==> src/rtl/router_input_rr_pkg.sv <==
// Shared definitions for the router input stage.
//   - Default flit width and source-field position.
//   - Arbitration mode encoding.
//   - clogb2: number of bits needed to represent a value (clogb2(0) = 0).
package router_input_rr_pkg;

  localparam int FLIT_WIDTH_DEF = 36;
  localparam int SRC_LSB_DEF    = 2;

  typedef enum logic {
    ARB_STATIC = 1'b0,
    ARB_RR     = 1'b1
  } arb_mode_e;

  function automatic int clogb2(input int value);
    int v;
    int r;
    v = value;
    r = 0;
    for (int k = 0; k < 32; k++) begin
      if (v > 0) begin
        r = r + 1;
        v = v >> 1;
      end
    end
    return r;
  endfunction

endpackage

==> src/rtl/router_input_rr_arbiter_rr.sv <==
// One-hot arbiter used by the router input stage.
//   MODE 0 : lowest set request wins.
//   MODE 1 : first set request at or above 'pointer' wins, wrapping to index 0.
// Ports:
//   requests    in  SIZE   request vector
//   pointer     in  PTR_W  round-robin start index (owned by the caller)
//   grants      out SIZE   one-hot grant (zero when no request)
//   grant_valid out 1      any request present
module arbiter_rr
  import router_input_rr_pkg::*;
#(
  parameter int SIZE = 10,
  parameter int MODE = 1,
  localparam int PTR_W = clogb2(SIZE - 1)
) (
  input  logic [SIZE-1:0]  requests,
  input  logic [PTR_W-1:0] pointer,
  output logic [SIZE-1:0]  grants,
  output logic             grant_valid
);

  localparam bit RR_EN = (MODE == int'(ARB_RR));

  logic [SIZE-1:0] upper_mask;
  logic [SIZE-1:0] upper_req;
  logic [SIZE-1:0] pick;

  genvar gi;
  generate
    for (gi = 0; gi < SIZE; gi++) begin : g_mask
      assign upper_mask[gi] = RR_EN && (PTR_W'(gi) >= pointer);
    end
  endgenerate

  // Requests at/above the pointer take precedence; if none, wrap to the
  // full vector. Isolating the lowest set bit then yields the grant.
  assign upper_req   = requests & upper_mask;
  assign pick        = (|upper_req) ? upper_req : requests;
  assign grants      = pick & (~pick + SIZE'(1));
  assign grant_valid = |requests;

endmodule

==> src/rtl/router_input_rr.sv <==
// Router input stage: picks one head flit per cycle from NPORTS*NVCS input
// queues, rewrites its source field with {port, vc}, tracks which inputs were
// already inspected this timestep, and acknowledges the source queue once
// stage 2 reports the flit routed. Unrouted flits may be re-offered up to
// MAX_RETRY times per timestep.
// Ports:
//   clock, reset (async, active-low), enable, sim_time_tick
//   flit_in / flit_in_valid          per-input head flits
//   s2_flit_valid / s2_flit_routed   stage-2 status
//   s1_flit, s1_flit_valid, s1_flit_iport   combinational selection
//   s2_flit_iport_decoded            registered one-hot stage-2 input
//   flit_ack                         one-hot dequeue
//   can_increment, retry_exhausted   timestep status
module router_input_rr
  import router_input_rr_pkg::*;
#(
  parameter int NPORTS     = 5,
  parameter int NVCS       = 2,
  parameter int FLIT_WIDTH = FLIT_WIDTH_DEF,
  parameter int SRC_LSB    = SRC_LSB_DEF,
  parameter int ARB_MODE   = 1,
  parameter int MAX_RETRY  = 3,
  localparam int NINPUTS     = NPORTS * NVCS,
  localparam int LOG_NINPUTS = clogb2(NPORTS - 1) + clogb2(NVCS - 1)
) (
  input  logic                          clock,
  input  logic                          reset,
  input  logic                          enable,
  input  logic                          sim_time_tick,
  input  logic [NINPUTS*FLIT_WIDTH-1:0] flit_in,
  input  logic [NINPUTS-1:0]            flit_in_valid,
  input  logic                          s2_flit_valid,
  input  logic                          s2_flit_routed,
  output logic [FLIT_WIDTH-1:0]         s1_flit,
  output logic                          s1_flit_valid,
  output logic [LOG_NINPUTS-1:0]        s1_flit_iport,
  output logic [NINPUTS-1:0]            s2_flit_iport_decoded,
  output logic [NINPUTS-1:0]            flit_ack,
  output logic                          can_increment,
  output logic                          retry_exhausted
);

  localparam int LOG_P = clogb2(NPORTS - 1);
  localparam int LOG_V = clogb2(NVCS - 1);
  localparam int IDX_W = clogb2(NINPUTS - 1);
  localparam int CNT_W = (MAX_RETRY > 0) ? clogb2(MAX_RETRY) : 1;
  localparam logic [CNT_W-1:0] CNT_MAX  = CNT_W'(MAX_RETRY);
  localparam logic [IDX_W-1:0] LAST_IDX = IDX_W'(NINPUTS - 1);

  logic [NINPUTS-1:0]     inspected_reg;
  logic [NINPUTS-1:0]     s2_sel_reg;
  logic [IDX_W-1:0]       rr_ptr_reg;
  logic [CNT_W-1:0]       retry_cnt_reg;

  logic [NINPUTS-1:0]     eligible;
  logic [NINPUTS-1:0]     grant;
  logic                   grant_valid;
  logic [IDX_W-1:0]       grant_idx;
  logic [LOG_NINPUTS-1:0] grant_src;
  logic                   retry_en;
  logic [NINPUTS-1:0]     retry_clear;
  logic [FLIT_WIDTH-1:0]  flit_arr [NINPUTS];
  logic [FLIT_WIDTH-1:0]  sel_flit;

  assign eligible = flit_in_valid & ~inspected_reg;

  arbiter_rr #(
    .SIZE (NINPUTS),
    .MODE (ARB_MODE)
  ) u_arb (
    .requests    (eligible),
    .pointer     (rr_ptr_reg),
    .grants      (grant),
    .grant_valid (grant_valid)
  );

  // One-hot to flat index (for the pointer) and to {port, vc} (for the
  // source field). Both stay zero when there is no grant.
  always_comb begin
    grant_idx = '0;
    grant_src = '0;
    for (int i = 0; i < NINPUTS; i++) begin
      if (grant[i]) begin
        grant_idx = grant_idx | IDX_W'(i);
        grant_src = grant_src | {LOG_P'(i / NVCS), LOG_V'(i % NVCS)};
      end
    end
  end

  genvar gi;
  generate
    for (gi = 0; gi < NINPUTS; gi++) begin : g_slice
      assign flit_arr[gi] = flit_in[gi*FLIT_WIDTH +: FLIT_WIDTH];
    end
  endgenerate

  assign sel_flit = flit_arr[grant_idx];

  // With no grant the index is zero, so input 0 passes through untouched.
  always_comb begin
    s1_flit = sel_flit;
    if (grant_valid) begin
      s1_flit[SRC_LSB +: LOG_NINPUTS] = grant_src;
    end
  end

  assign s1_flit_valid = grant_valid;
  assign s1_flit_iport = grant_src;

  // An unrouted stage-2 flit is handed back to arbitration while budget lasts.
  assign retry_en    = enable & s2_flit_valid & ~s2_flit_routed & (retry_cnt_reg < CNT_MAX);
  assign retry_clear = retry_en ? s2_sel_reg : '0;

  always_ff @(posedge clock or negedge reset) begin
    if (!reset) begin
      inspected_reg <= '0;
      s2_sel_reg    <= '0;
      rr_ptr_reg    <= '0;
      retry_cnt_reg <= '0;
    end else begin
      if (enable) begin
        s2_sel_reg <= grant;
        if (grant_valid) begin
          rr_ptr_reg <= (grant_idx == LAST_IDX) ? '0 : grant_idx + 1'b1;
        end
      end
      // A new timestep wipes inspection history and the retry budget even
      // while the pipeline is stalled.
      if (sim_time_tick) begin
        inspected_reg <= '0;
        retry_cnt_reg <= '0;
      end else if (enable) begin
        inspected_reg <= (inspected_reg | grant) & ~retry_clear;
        if (retry_en) begin
          retry_cnt_reg <= retry_cnt_reg + 1'b1;
        end
      end
    end
  end

  assign s2_flit_iport_decoded = s2_sel_reg;
  assign flit_ack        = (s2_flit_valid & s2_flit_routed) ? s2_sel_reg : '0;
  assign can_increment   = ~(|eligible) & ~s2_flit_valid;
  assign retry_exhausted = (MAX_RETRY > 0) && (retry_cnt_reg == CNT_MAX);

endmodule

==> config.mk <==
export PLATFORM = sky130hd
export DESIGN_NAME = router_input_rr
export DESIGN_NICKNAME = d
export VERILOG_FILES = /design/src/rtl/router_input_rr_pkg.sv /design/src/rtl/router_input_rr_arbiter_rr.sv /design/src/rtl/router_input_rr.sv
export SDC_FILE = /design/constraint.sdc
export NUM_CORES = 1
export LEC_CHECK = 0
export BUFFER_PORTS_ARGS = -buffer_cell sky130_fd_sc_hd__buf_2
export CORE_AREA = 5 5 167 169
export CTS_CLUSTER_DIAMETER = 60
export DETAILED_ROUTE_END_ITERATION = 10
export DIE_AREA = 0 0 172 174
export GPL_TIMING_DRIVEN = 0
export RECOVER_POWER = 50
export SLEW_MARGIN = 15
export SYNTH_ARGS = -nofsm -noshare
export SYNTH_HDL_FRONTEND = slang
export SYNTH_SLANG_ARGS = --single-unit
==> constraint.sdc <==
create_clock -name clock -period 3.75 [get_ports clock]
set_input_delay 0.75 -clock clock [delete_from_list [all_inputs] [get_ports clock]]
set_output_delay 0.75 -clock clock [all_outputs]
set_load 0.01 [all_outputs]
=== Word level (Yosys, flattened, before mapping) ===
Cells that the tools add are included.

* Flip-flop bits (word level): 26
* Output and inout port bits: 63
* Logic and storage cells: 66

* $add $sub $neg: 3
* $lt $le $gt $ge: 12
* Eq/ne operators: 2
* Multiplexer cells: 22
* Bitwise gates (word level): 17
* Reduce and logical (&&, ||, !) cells: 6

{| class="wikitable"
|+ Operator list
! operator !! number
|-
| binary-select mux 36 bit (select 4 bit) || 1
|-
| two-way mux 36 bit || 2
|-
| two-way mux 10 bit || 5
|-
| bitwise AND 10 bit || 4
|-
| NOT 10 bit || 3
|-
| OR reduction 10 bit || 2
|-
| >= comparator 3 x 4 -> 1 bit (first input constant) || 4
|-
| two-way mux 4 bit || 4
|-
| two-way mux 3 bit || 4
|-
| adder 10 x 1 -> 10 bit (second input constant) || 1
|-
| two-way mux 2 bit || 5
|-
| bitwise OR 10 bit || 1
|-
| >= comparator 1 x 4 -> 1 bit (first input constant) || 2
|-
| >= comparator 2 x 4 -> 1 bit (first input constant) || 2
|-
| >= comparator 4 bit (first input constant) || 2
|-
| bitwise AND 1 bit || 5
|-
| >= comparator 5 bit (second input constant) || 1
|-
| NOT 4 -> 5 bit || 1
|-
| adder 4 x 1 -> 4 bit (second input constant) || 1
|-
| equality test 4 bit (second input constant) || 1
|-
| AND reduction 2 bit || 2
|-
| nonzero test 2 bit || 2
|-
| NOT 1 bit || 3
|-
| adder 2 x 1 -> 2 bit (second input constant) || 1
|-
| other kinds (3) || 3
|}

=== Longest topological paths before layout ===
* Depth after elaboration: 22
* Depth in mapped cells: 15
* Gate-level depth less buffers: 11

=== By module ===
Synthesis repeated with hierarchy kept, for this count alone.

* Cell total of the unflattened synthesis: 669
* Area, all modules: 4908.5 um^2

{| class="wikitable"
|+ By module, submodules not included
! module !! instances !! cells an instance !! area an instance (um^2) !! sequential area each (um^2)
|-
| router_input_rr || 1 || 593 || 4434.3 || 650.6
|-
| arbiter_rr || 1 || 76 || 474.2 || 0.0
|}

=== Worst setup path before layout ===
No wires, ideal clock.

* Path type: input port to output port
* Start point: in flit_in_valid[3]
* End point: out s1_flit[13]
* Arrival: 3144 ps
* Setup slack: -144 ps
* Stages: 10
* Buffers on the path: 0
* Cells stage by stage: nor2b_1 -> o21ai_0 -> o311a_1 -> nor3b_4 -> mux2i_1 -> o32ai_4 -> nor2_8 -> mux2_2 -> a221o_1 -> a32o_1

* Word-level cells in the longest chain between the ends: 20

{| class="wikitable"
|+ RTL lines
! what !! RTL line !! source
|-
| start: declaration || router_input_rr.sv:31 || <nowiki>input logic [NINPUTS-1:0] flit_in_valid,</nowiki>
|-
| bitwise AND 10 bit * || router_input_rr.sv:65 || <nowiki>assign eligible = flit_in_valid & ~inspected_reg;</nowiki>
|-
| bitwise AND 10 bit || router_input_rr_arbiter_rr.sv:37 || <nowiki>assign upper_req = requests & upper_mask;</nowiki>
|-
| OR reduction 10 bit || router_input_rr_arbiter_rr.sv:38 || <nowiki>assign pick = (|upper_req) ? upper_req : requests;</nowiki>
|-
| two-way mux 10 bit * || router_input_rr_arbiter_rr.sv:38 ||
|-
| NOT 10 bit || router_input_rr_arbiter_rr.sv:39 || <nowiki>assign grants = pick & (~pick + SIZE'(1));</nowiki>
|-
| adder 10 x 1 -> 10 bit || router_input_rr_arbiter_rr.sv:39 ||
|-
| bitwise AND 10 bit * || router_input_rr_arbiter_rr.sv:39 ||
|-
| two-way mux 1 bit || router_input_rr.sv:83 || <nowiki>if (grant[i]) begin</nowiki>
|-
| two-way mux 2 bit (2 in a row) || router_input_rr.sv:83 ||
|-
| two-way mux 3 bit (4 in a row) || router_input_rr.sv:83 ||
|-
| two-way mux 4 bit || router_input_rr.sv:83 ||
|-
| two-way mux 4 bit * || router_input_rr.sv:83 ||
|-
| NOT 4 -> 5 bit (not written as such) * || router_input_rr.sv:97 || <nowiki>assign sel_flit = flit_arr[grant_idx];</nowiki>
|-
| binary-select mux 36 bit (select 4 bit) * || router_input_rr.sv:97 ||
|-
| two-way mux 36 bit (not written as such) * (2 in a row) || router_input_rr.sv:97 ||
|-
| end: declaration || router_input_rr.sv:34 || <nowiki>output logic [FLIT_WIDTH-1:0] s1_flit,</nowiki>
|}

Every way passes the cells marked *; elsewhere a longest branch is shown, timed or not. The select of a mux whose other input is x is not followed.

=== Final worst setup path ===
* Start point: in flit_in_valid[8]
* End point: out s1_flit[13]

Same word-level chain as after synthesis.

==> impl_results.md <==
* Via/cell ratio at 4.902
* Crit path max fanout at 5
* Flop2flop setup slack at 780 ps
* Synth unique cells at 63
* Initial Util at 17.87%
* Largest cells by area after synthesis: mux2i_1 19%, nand2_1 18%, dfrtp_1 14%
* # hold bufs at CTS at 0
* Final TNS setup at -16250 ps
* R2R depth at 14
* M1 WL at 12170 µm
* IO Pins at 439
* Fillers at 2880
* Crit Path Class: input port to output port
* Pwr Total at 10390 µW
* CTS Buf Count at 3
* Fin. max-slew vios at 0
* Async SR Flop Fraction at 100.0%
* Area occupied by registers at 654.4 µm²
* Core area at 26430 µm²
* Total Routing Usage GR at 18.04%
* #FFs+latches synth at 26
* Primary FF master, synth: dfrtp_1
* Port bufs at 409
* Area Overhead vs Synth at 75.60%
* R2r endpoint: rr_ptr_reg[1]
* Nets at 1520
* Clk root buf: clkbuf_16
* CTS clk-pin slew, worst paths at 70 ps
* Failing checks: negative setup slack
* Synth Warn # at 0
* Hold path cells at 1
* Part of the cycle the worst path needs at 114.7%
* Register area share after synthesis at 13.77%
* Actual slew at the worst max-slew pin at 1476 ps
* Die height at 174 µm
* Nature of the critical path endpoint: output port
* Clk sinks at 26
* Largest area contributor in the netlist: mux2i_1
* Drt total wl at 29760 µm
* DIE WIDTH at 172 µm
* Worst Hold Endpoint: inspected_reg[7]
* Layout cell share with drive strength beyond 1 at 48.77%
* Maximum vdd ir drop at 0.6844 mV
* Syn Nets at 1072
* Mapped Area at 4723 µm²
* Most frequent cells after synthesis: 223 x nand2_1, 88 x mux2i_1, 87 x nand3_1, 27 x o2111a_1
* Synth top area share at 18.65%
* LEAKAGE at 0.004222 µW
* Most frequent CP cell: buf_6
* Die ar. at 29930 µm²
* Post-route minimum period at 4300 ps
* CP peak stage delay at 320 ps
* Largest net degree at the start of global routing at 27
* Footprint of the multi-input gates at 4011 µm²
* Cell at the slowest stage of the critical path: a221o_1
* Initial DRC count at 475
* Met3 wire len at 2383 µm
* Gpl congestion at 0.8845
* Rows at 60
* Antenna violations before repair at 1
* Req. time, crit path at 3000 ps
* Grt ovf at 0
* Reg2reg start: rr_ptr_reg[2]
* WP depth at 16
* Drt drc at 0
* Outcome: complete, but fails checks
* Hold slack at 519.6 ps
* Hold_sp: s2_flit_iport_decoded[7]
* Worst Hold Class: flop to flop
* Mapped Cells at 695
* CP arrival at 3550 ps
* Worst slew margin at 1.575%
* Dpl hpwl at 23850 µm
* Crit-path cells: buf_6, nor2b_4, a21oi_2, o211ai_1, buf_4, nor3b_4, buf_6, buf_8, a211oi_4, o21a_4, nor2_8, buf_6, mux2_4, a221o_1, a32o_2, buf_6
* ANT nets after route at 0
* Vias in the first global route at 7340
* Highest Signal Layer: met4
* H-tree Lvls at 1
* EDFF count, synth at 0
* Worst setup margin at -550.3 ps
* RSZ-0062 raised after global routing: yes
* DR pass1 iterations at 5
* Final hold vios at 0
* Worst Path Buf+Inv at 6
* Pwr per Cell Area at 1253 nW/µm²
* DR WL met2 at 14630 µm
* Longest Clk Path Bufs at 2
* Vias at 7280
* Critical path startpoint category: input port
* Fmax achieved at 0.2325 GHz
* Endpoints failing setup at 37
* Syn avg cell area at 6.796 µm²
* First-pass GRT wire length at 42010 µm
* Per-cell routed wire length at 20.04 µm
* Final Util at 31.39%
* CTS tree: built
* Clock Latency Late Sink at 270 ps
* Most frequent cell after synthesis: nand2_1
* Maxcap violations at 0
* Top delay family on crit path: compound AO/OA/AOI/OAI gates
* Worst Skew at 3.573 ps
## stage by stage
step                instance area [µm²]  std cells  setup slack, ps
floorplan                          4800        695           -78.45
global placement                   7273       1445            -1207
detailed placement                 7273       1445            -1222
CTS                                8175       1476           -512.1
global route                       8292       1484           -636.2
finish                             8294       1485           -550.3
## how the worst max path moves through the flow
stage	start	end
floorplan	flit_in_valid[8]	s1_flit[13]
global placement	flit_in_valid[5]	s1_flit[34]
detailed placement	flit_in_valid[5]	s1_flit[24]
CTS	flit_in_valid[8]	s1_flit[16]
global route	flit_in_valid[9]	s1_flit[14]
finish	flit_in_valid[8]	s1_flit[13]
## cells by family after synthesis
group	synth area share (%)
buffers and inverters	8.000
AOI/OAI and AO/OA	19.87
and+or+nand+nor	37.35
adders and majority gates	0.2649
DFF	13.77
xor gates and xnor gates	0.1855
muxes	20.56
## metal layers
layer	vias to the layer above	global-route usage, %
met5	-	0
met3	45	2.547
met4	0	5.011
met2	399	31.22
met1	3448	23.26
li1	3388	-
## worst reg2reg max path, delay by kind of cell, from the launching register on
family,cells,cell delay [ps]
flip-flops,1,490
multiplexers,1,250
AO/OA/AOI/OAI,3,640
AND/OR/NAND/NOR,6,950
buffers and inverters,4,550
## where the power goes
group	switching (µW)	total (µW)	leakage (µW)	internal, µW
registers	118	482	0.000345	364
clock network	114	328	0.0000511	213
logic	5240	9580	0.00383	4340
total	5470	10400	0.00422	4920
## area by class of cell
| class | instances | share of cell area (%) |
|---|---|---|
| plain buffers | 54 | 7.241 |
| repair buffers | 445 | 29.05 |
| diodes | 2 | 0.06034 |
| flip-flops and latches | 26 | 7.890 |
| multi-input cells | 593 | 48.36 |
| inverters | 20 | 0.9805 |
| clock inverters | 1 | 0.3620 |
| clock buffers | 3 | 0.9051 |
| well taps | 341 | 5.144 |
## placed cells by master, fill, tap and decap left out, drive strengths merged, types with 7 or more instances in the layout
cell,n
a31oi,7
nand2,224
mux2,8
nand2b,7
buf,467
nand4,7
a21oi,7
mux2i,88
o2111a,27
dfrtp,26
nor2,24
o21ai,19
clkbuf,35
nor2b,10
and3,11
a221oi,7
inv,19
nand3,87
## timing repair
item | in CTS | in global routing
pin swaps | 18 | 2
endpoints found under the hold margin | 0 | 0
setup endpoints to repair | 40 | 40
setup buffers | 28 | 9
cloned | 2 | 0
resized for setup | 128 | 33
No activity file was read; power rests on OpenSTA's default activity.
